==> config.mk <==
export PLATFORM = sky130hd
export DESIGN_NAME = fruit_engine
export DESIGN_NICKNAME = d
export VERILOG_FILES = /design/src/rtl/fruit_pkg.sv /design/src/rtl/fruit_slot.sv /design/src/rtl/fruit_engine.sv
export SDC_FILE = /design/constraint.sdc
export NUM_CORES = 1
export LEC_CHECK = 0
export CAP_MARGIN = 40
export CORE_ASPECT_RATIO = 2
export CORE_MARGIN = 2
export CORE_UTILIZATION = 30
export DETAILED_ROUTE_END_ITERATION = 16
export SYNTH_ARGS = -nofsm -noshare
export SYNTH_HDL_FRONTEND = slang
export SYNTH_SLANG_ARGS = --single-unit
==> constraint.sdc <==
create_clock -name frame_clk -period 8.1 [get_ports frame_clk]
set_clock_uncertainty 0.1 [all_clocks]
set_input_delay 2.025 -clock frame_clk [delete_from_list [all_inputs] [get_ports frame_clk]]
set_output_delay 2.025 -clock frame_clk [all_outputs]
set_load 0.05 [all_outputs]
==> src/rtl/fruit_pkg.sv <==
// Shared types, constants and fixed-point helpers for the fruit physics engine.
package fruit_pkg;

  localparam int unsigned FRAC_BITS      = 4;
  localparam int unsigned VEL_W          = 12;
  localparam int unsigned POS_W          = 11 + FRAC_BITS;
  localparam int unsigned PIX_W          = 10;
  localparam int unsigned CNT_W          = 8;
  localparam int unsigned GRAV_W         = 5;
  localparam int unsigned GRAV_BASE      = 2;
  localparam int unsigned GRAV_INC       = 1;
  localparam int unsigned CUTS_PER_LEVEL = 5;
  localparam int unsigned MAX_LEVEL      = 7;
  localparam int unsigned MAX_MISSES     = 3;
  localparam int unsigned X_MAX          = 639;
  localparam int unsigned Y_MAX          = 479;

  typedef enum logic [1:0] {StFree, StFlying, StSliced} slot_state_t;

  typedef logic signed [POS_W-1:0] pos_t;
  typedef logic signed [VEL_W-1:0] vel_t;

  localparam pos_t XMaxPos = pos_t'(X_MAX);
  localparam pos_t YMaxPos = pos_t'(Y_MAX);

  // Integer pixel of a fixed-point position, clamped to 0..lim.
  function automatic logic [PIX_W-1:0] pix_clamp(pos_t p, logic [PIX_W-1:0] lim);
    pos_t i;
    i = p >>> FRAC_BITS;
    if (i[POS_W-1]) begin
      return '0;
    end else if (i > $signed({{(POS_W-PIX_W){1'b0}}, lim})) begin
      return lim;
    end else begin
      return i[PIX_W-1:0];
    end
  endfunction

  // Position plus velocity, saturated to the position range.
  function automatic pos_t sat_add_pos(pos_t p, vel_t v);
    logic signed [POS_W:0] s;
    s = {p[POS_W-1], p} + {{(POS_W+1-VEL_W){v[VEL_W-1]}}, v};
    if (s[POS_W] != s[POS_W-1]) begin
      return s[POS_W] ? {1'b1, {(POS_W-1){1'b0}}} : {1'b0, {(POS_W-1){1'b1}}};
    end
    return s[POS_W-1:0];
  endfunction

  // Velocity plus unsigned gravity, saturated to the velocity range.
  function automatic vel_t sat_add_vel(vel_t v, logic [GRAV_W-1:0] g);
    logic signed [VEL_W:0] s;
    s = {v[VEL_W-1], v} + {{(VEL_W+1-GRAV_W){1'b0}}, g};
    if (s[VEL_W] != s[VEL_W-1]) begin
      return s[VEL_W] ? {1'b1, {(VEL_W-1){1'b0}}} : {1'b0, {(VEL_W-1){1'b1}}};
    end
    return s[VEL_W-1:0];
  endfunction

endpackage

==> src/rtl/fruit_slot.sv <==
// One fruit slot: lifecycle FSM, fixed-point position/velocity, step and exit detect.
module fruit_slot
  import fruit_pkg::*;
(
  input  logic                    frame_clk,
  input  logic                    Reset_n,
  input  logic                    load,
  input  logic [PIX_W-1:0]        load_x,
  input  logic signed [VEL_W-1:0] load_vx,
  input  logic signed [VEL_W-1:0] load_vy,
  input  logic [PIX_W-1:0]        load_size,
  input  logic                    step_en,
  input  logic                    cut,
  input  logic [GRAV_W-1:0]       gravity,
  output logic                    active,
  output logic                    sliced,
  output logic                    cut_hit,
  output logic                    miss,
  output logic [PIX_W-1:0]        x_pix,
  output logic [PIX_W-1:0]        y_pix,
  output logic [PIX_W-1:0]        size
);

  slot_state_t state_q, state_d;
  pos_t pos_x_q, pos_x_d, pos_y_q, pos_y_d;
  vel_t vel_x_q, vel_x_d, vel_y_q, vel_y_d;
  logic [PIX_W-1:0] size_q, size_d;

  pos_t x_step, y_step, x_step_int, y_step_int;
  vel_t vy_step;
  logic stepping, exits, loading;

  // Step arithmetic, exit detect, FSM next state and datapath next state.
  always_comb begin
    stepping   = step_en && (state_q != StFree);
    loading    = load && (state_q == StFree);
    x_step     = sat_add_pos(pos_x_q, vel_x_q);
    y_step     = sat_add_pos(pos_y_q, vel_y_q);
    vy_step    = sat_add_vel(vel_y_q, gravity);
    x_step_int = x_step >>> FRAC_BITS;
    y_step_int = y_step >>> FRAC_BITS;
    // Bottom exit only while falling, so a fresh spawn on the bottom row survives.
    exits = stepping && (x_step[POS_W-1] || (x_step_int > XMaxPos) ||
                         ((y_step_int > YMaxPos) && !vel_y_q[VEL_W-1] && (vel_y_q != '0)));
    cut_hit = cut && (state_q == StFlying);
    miss    = exits && (state_q == StFlying) && !cut;

    state_d = state_q;
    unique case (state_q)
      StFree:   if (load) state_d = StFlying;
      StFlying: begin
        if (exits) state_d = StFree;
        else if (cut) state_d = StSliced;
      end
      StSliced: if (exits) state_d = StFree;
      default:  state_d = StFree;
    endcase

    pos_x_d = pos_x_q;
    pos_y_d = pos_y_q;
    vel_x_d = vel_x_q;
    vel_y_d = vel_y_q;
    size_d  = size_q;
    if (loading) begin
      pos_x_d = pos_t'({load_x, {FRAC_BITS{1'b0}}});
      pos_y_d = YMaxPos <<< FRAC_BITS;
      vel_x_d = load_vx;
      vel_y_d = load_vy;
      size_d  = load_size;
    end else if (exits) begin
      pos_x_d = '0;
      pos_y_d = '0;
      vel_x_d = '0;
      vel_y_d = '0;
      size_d  = '0;
    end else if (stepping) begin
      pos_x_d = x_step;
      pos_y_d = y_step;
      vel_y_d = vy_step;
    end
  end

  // Slot state registers with synchronous reset.
  always_ff @(posedge frame_clk) begin
    if (!Reset_n) begin
      state_q <= StFree;
      pos_x_q <= '0;
      pos_y_q <= '0;
      vel_x_q <= '0;
      vel_y_q <= '0;
      size_q  <= '0;
    end else begin
      state_q <= state_d;
      pos_x_q <= pos_x_d;
      pos_y_q <= pos_y_d;
      vel_x_q <= vel_x_d;
      vel_y_q <= vel_y_d;
      size_q  <= size_d;
    end
  end

  assign active = (state_q != StFree);
  assign sliced = (state_q == StSliced);
  assign x_pix  = pix_clamp(pos_x_q, PIX_W'(X_MAX));
  assign y_pix  = pix_clamp(pos_y_q, PIX_W'(Y_MAX));
  assign size   = size_q;

endmodule

==> src/rtl/fruit_engine.sv <==
// Multi-fruit physics engine: slot allocation, cut/miss accounting, level and game over.
module fruit_engine
  import fruit_pkg::*;
#(
  parameter int unsigned NUM_FRUITS = 4
) (
  input  logic                        frame_clk,
  input  logic                        Reset_n,
  input  logic                        step,
  input  logic                        spawn_valid,
  output logic                        spawn_ready,
  input  logic [PIX_W-1:0]            spawn_x,
  input  logic signed [VEL_W-1:0]     spawn_vx,
  input  logic signed [VEL_W-1:0]     spawn_vy,
  input  logic [PIX_W-1:0]            spawn_size,
  input  logic [NUM_FRUITS-1:0]       cut_mask,
  output logic [NUM_FRUITS*PIX_W-1:0] fruit_x,
  output logic [NUM_FRUITS*PIX_W-1:0] fruit_y,
  output logic [NUM_FRUITS*PIX_W-1:0] fruit_s,
  output logic [NUM_FRUITS-1:0]       active_mask,
  output logic [NUM_FRUITS-1:0]       sliced_mask,
  output logic                        miss_pulse,
  output logic [CNT_W-1:0]            cut_count,
  output logic [CNT_W-1:0]            miss_count,
  output logic [2:0]                  level,
  output logic                        game_over
);

  logic [NUM_FRUITS-1:0] alloc, slot_cut, slot_miss;
  logic [CNT_W-1:0] cut_cnt_q, cut_cnt_d, miss_cnt_q, miss_cnt_d;
  logic [CNT_W-1:0] cut_inc, miss_inc, lvl_raw;
  logic [CNT_W:0] cut_sum, miss_sum;
  logic miss_pulse_q, spawn_fire, step_en;
  logic [GRAV_W-1:0] gravity;

  // Ready depends only on registered state, so a slot freed this edge is reused next cycle.
  assign game_over   = (miss_cnt_q >= CNT_W'(MAX_MISSES));
  assign spawn_ready = Reset_n && !(&active_mask) && !game_over;
  assign spawn_fire  = spawn_valid && spawn_ready;
  assign step_en     = step && !game_over;

  // Lowest-index free slot wins: scan high to low so the last hit is the lowest.
  always_comb begin
    alloc = '0;
    for (int i = NUM_FRUITS - 1; i >= 0; i--) begin
      if (!active_mask[i]) begin
        alloc    = '0;
        alloc[i] = 1'b1;
      end
    end
  end

  // Level and the gravity it implies for the next step.
  always_comb begin
    lvl_raw = cut_cnt_q / CNT_W'(CUTS_PER_LEVEL);
    level   = (lvl_raw > CNT_W'(MAX_LEVEL)) ? 3'(MAX_LEVEL) : lvl_raw[2:0];
    gravity = GRAV_W'(GRAV_BASE) + GRAV_W'(level) * GRAV_W'(GRAV_INC);
  end

  for (genvar i = 0; i < NUM_FRUITS; i++) begin : g_slot
    fruit_slot u_slot (
      .frame_clk (frame_clk),
      .Reset_n   (Reset_n),
      .load      (alloc[i] && spawn_fire),
      .load_x    (spawn_x),
      .load_vx   (spawn_vx),
      .load_vy   (spawn_vy),
      .load_size (spawn_size),
      .step_en   (step_en),
      .cut       (cut_mask[i]),
      .gravity   (gravity),
      .active    (active_mask[i]),
      .sliced    (sliced_mask[i]),
      .cut_hit   (slot_cut[i]),
      .miss      (slot_miss[i]),
      .x_pix     (fruit_x[PIX_W*i +: PIX_W]),
      .y_pix     (fruit_y[PIX_W*i +: PIX_W]),
      .size      (fruit_s[PIX_W*i +: PIX_W])
    );
  end

  // Popcount of accepted cuts and misses, added into saturating counters.
  always_comb begin
    cut_inc  = '0;
    miss_inc = '0;
    for (int i = 0; i < NUM_FRUITS; i++) begin
      cut_inc  = cut_inc + CNT_W'(slot_cut[i]);
      miss_inc = miss_inc + CNT_W'(slot_miss[i]);
    end
    cut_sum    = {1'b0, cut_cnt_q} + {1'b0, cut_inc};
    miss_sum   = {1'b0, miss_cnt_q} + {1'b0, miss_inc};
    cut_cnt_d  = cut_sum[CNT_W] ? '1 : cut_sum[CNT_W-1:0];
    miss_cnt_d = miss_sum[CNT_W] ? '1 : miss_sum[CNT_W-1:0];
  end

  // Counter and miss pulse registers with synchronous reset.
  always_ff @(posedge frame_clk) begin
    if (!Reset_n) begin
      cut_cnt_q    <= '0;
      miss_cnt_q   <= '0;
      miss_pulse_q <= 1'b0;
    end else begin
      cut_cnt_q    <= cut_cnt_d;
      miss_cnt_q   <= miss_cnt_d;
      miss_pulse_q <= |slot_miss;
    end
  end

  assign cut_count  = cut_cnt_q;
  assign miss_count = miss_cnt_q;
  assign miss_pulse = miss_pulse_q;

endmodule

==> impl_metrics.json <==
{
  "routedWlPerCell_microns": 19.99,
  "fin_crit_sh_pct": 86.73,
  "vdd_drop_max_mv": 0.1563,
  "overflow": 0,
  "worstPathMaxFanout": 16,
  "cts_made_buffers": 31,
  "num_vias": 21140,
  "tns_ns": 0,
  "yosysTopAreaCellShare_pct": 27.22,
  "startpoint": "g_slot[0].u_slot.vel_y_q[0]",
  "finalSetupViolCount": 0,
  "grt_pass1_wl_mm": 115.0,
  "cts_root_buffer": "clkbuf_16",
  "grt_usage_pct": 20.29,
  "powerDensity_nw_per_um2": 146.7,
  "portBuffers": 197,
  "synth_seq_area_share_pct": 27.22,
  "postCtsHoldBufs": 0,
  "htree_num_levels": 1,
  "max_slew.worst_pin.slew_ns": 0.8445,
  "area_growth_pct": 18.52,
  "wl_mm": 74.85,
  "grtUsageMet2_pct": 31.94,
  "cp_data_arrival_time_ns": 7.44,
  "post-route-drc-count": 0,
  "die_w_microns": 189.6,
  "synth-main-ff-cell": "dfxtp_1",
  "synthTopCellsByArea": "dfxtp_1, ha_1, a21oi_1",
  "core-area_sq_um": 68410,
  "routed_via_density": 5.644,
  "busiest_layer": "met2",
  "ys_ff_latch": 281,
  "first_global_vias": 19910,
  "nFillCells": 7145,
  "rsz0062_at_grt": "no",
  "use_met1_pct": 28.09,
  "yosysTopAreaCell": "dfxtp_1",
  "r2r_setup_slack_ns": 1.07,
  "synthAdderAreaFrac_pct": 11.25,
  "syn_area_sq_um": 20670,
  "insertion_delay_ns": 0.60,
  "route.antenna.remaining_nets": 0,
  "yosysWarnings": 0,
  "worstPathRequired_ns": 8.52,
  "clock_sinks": 281,
  "dp.cells": 3692,
  "synth_xor_area_share_pct": 5.127,
  "ys_types": 91,
  "status": "finished clean",
  "cts_setup_buffers": 0,
  "dr.pass1.iters": 5,
  "grt_util_met3_pct": 3.538,
  "synth_compound_area_share_pct": 29.04,
  "max_slew_margin_pct": 43.70,
  "path_clk_slew_ns": 0.07,
  "crit_type": "reg -> reg",
  "synth_top_family_by_area": "compound AO/OA/AOI/OAI gates",
  "cts_tree": "done",
  "std_cell_rows": 136,
  "hp-start": "g_slot[3].u_slot.pos_x_q[0]",
  "synthMuxAreaShare_pct": 0.6538,
  "syn_area_per_cell_sq_um": 7.560,
  "insertedDiodeCount": 0,
  "hold_path.class": "reg -> reg",
  "io_pins": 202,
  "fin_ws_ns": 1.075,
  "end_kind": "register",
  "start_util_pct": 30.21,
  "max_cap_viol_count": 0,
  "finalCriticalPeriod_ns": 7.025,
  "place_congestion": 0.9431,
  "p_leak_uw": 0.009452,
  "antenna_found_initial": 1,
  "slew_violations": 0,
  "die_area_sq_um": 71140,
  "start_kind": "register",
  "cts_resized": 0,
  "async_reset_ff_share_pct": 0,
  "r2r_start": "g_slot[0].u_slot.vel_y_q[0]",
  "layout-drive-gt1-share_pct": 4.529,
  "post-place-ws_ns": 1.231,
  "final_cells": 3745,
  "hold_viol": 0,
  "cts.path.max_buffers": 3,
  "timing.fmax_mhz": 142.3,
  "grt_max_degree": 71,
  "synthCells": 2734,
  "synth_edf_count": 0,
  "layout.nets": 3055,
  "synthSimpleGateAreaFrac_pct": 20.75,
  "first_iter_violations": 1712,
  "dp_hpwl_mm": 53.10,
  "die_h_microns": 375.2
}
## final timing paths
kind | endpoint | cells past startpoint
setup / recovery | miss_count[1] | 24
setup reg to reg | miss_count[1] | 24
hold / removal | g_slot[3].u_slot.pos_x_q[0] | 2
hold reg to reg | g_slot[3].u_slot.pos_x_q[0] | 2
## cell usage in the layout (no fill, tap or decap), types with 11 or more instances in the layout
| master | count |
|---|---|
| a211oi_1 | 24 |
| a21o_1 | 54 |
| a21oi_1 | 304 |
| a2bb2oi_1 | 24 |
| a31oi_1 | 58 |
| and2_1 | 11 |
| and3_1 | 32 |
| buf_4 | 30 |
| clkbuf_16 | 31 |
| clkdlybuf4s50_1 | 197 |
| dfxtp_1 | 281 |
| fa_1 | 18 |
| ha_1 | 157 |
| inv_1 | 133 |
| nand2_1 | 254 |
| nand2b_1 | 35 |
| nand3_1 | 137 |
| nor2_1 | 203 |
| nor2b_1 | 46 |
| nor3_1 | 69 |
| nor3b_1 | 12 |
| nor4_1 | 17 |
| o2111ai_1 | 27 |
| o211ai_1 | 70 |
| o21a_1 | 35 |
| o21ai_0 | 193 |
| o22ai_1 | 36 |
| or3_1 | 13 |
| xnor2_1 | 58 |
| xor2_1 | 63 |
## through the flow
stage | hold slack (ns) | utilization, % | total power [uW] | instance area [sq um]
2_1_floorplan | 0.3356 | - | 1846 | 20680
3_3_place_gp | 0.3452 | 34.09 | 2044 | 23320
3_5_place_dp | 0.3571 | 34.22 | 2053 | 23410
4_1_cts | 0.3666 | 35.81 | 3614 | 24500
5_1_grt | 0.3967 | 35.81 | 3711 | 24500
6_report | 0.3647 | 35.81 | 3593 | 24500
## power breakdown
part	switching (uW)	internal [uW]	leakage (uW)	total (uW)
Combinational	400	183	0.00664	584
Sequential	34.4	1410	0.00227	1450
Clock	627	935	0.000535	1560
## final cells by class
cell class              instances  area [sq um]  share of cell area [%]
repair buffers                231          2251                   9.189
well taps                     897          1122                   4.582
inverters                     135         511.7                   2.089
clock buffers                  45         918.4                   3.749
multi-input cells            2148         13900                   56.74
clock inverters                 8         168.9                  0.6895
flip-flops and latches        281          5625                   22.96
## sequential cells by signal (all words and copies together) (netlist names)
signal                 cells
g_slot.u_slot.size        40
g_slot.u_slot.pos_x_q     60
g_slot.u_slot.vel_x_q     48
g_slot.u_slot.vel_y_q     48
g_slot.u_slot.state_q      8
cut_count                  8
miss_count                 8
g_slot.u_slot.pos_y_q     60
miss_pulse                 1
## synthesized netlist by cell type (35+ instances only)
cell type	count
a21oi_1	304
dfxtp_1	281
nand2_1	255
nor2_1	207
o21ai_0	193
ha_1	157
nand3_1	139
clkbuf_1	134
inv_1	134
nor3_1	71
o211ai_1	70
xor2_1	63
a31oi_1	58
xnor2_1	58
a21o_1	54
nor2b_1	46
o22ai_1	36
nand2b_1	35
o21a_1	35
## logic make-up after synthesis
group,count (synthesis)
AO/OA/AOI/OAI,942
AND/OR/NAND/NOR,893
buffers and inverters,308
flip-flops,281
adder cells (fa/ha/maj),175
XOR/XNOR,121
multiplexers,13
other,1
## critical path, cell delays in order, from the launching register on
cell and delay (ns):
dfxtp_1 0.35, ha_1 0.23, inv_1 0.07, fa_1 0.21, nor2b_1 0.07, o31ai_1 0.45
a21boi_1 0.22, o32ai_1 0.43, nor2b_1 0.08, o21ai_0 0.16, nand2b_1 0.09, xor2_1 0.16
ha_1 0.59, inv_1 0.22, o22ai_1 0.39, a31o_2 0.21, a211oi_4 0.08, or4_1 0.61
fa_1 0.54, fa_1 0.48, fa_1 0.43, nand2b_1 0.21, nor2_1 0.15, nand3_1 0.22
a21oi_1 0.20
## layer usage
metal  share of wire [%]  up-vias
met5               0.017        -
met4                 3.2        2
met3                 8.1      118
met2                  44      811
met1                  45    10070
li1                    -    10140
No activity file was read; power rests on OpenSTA's default activity.
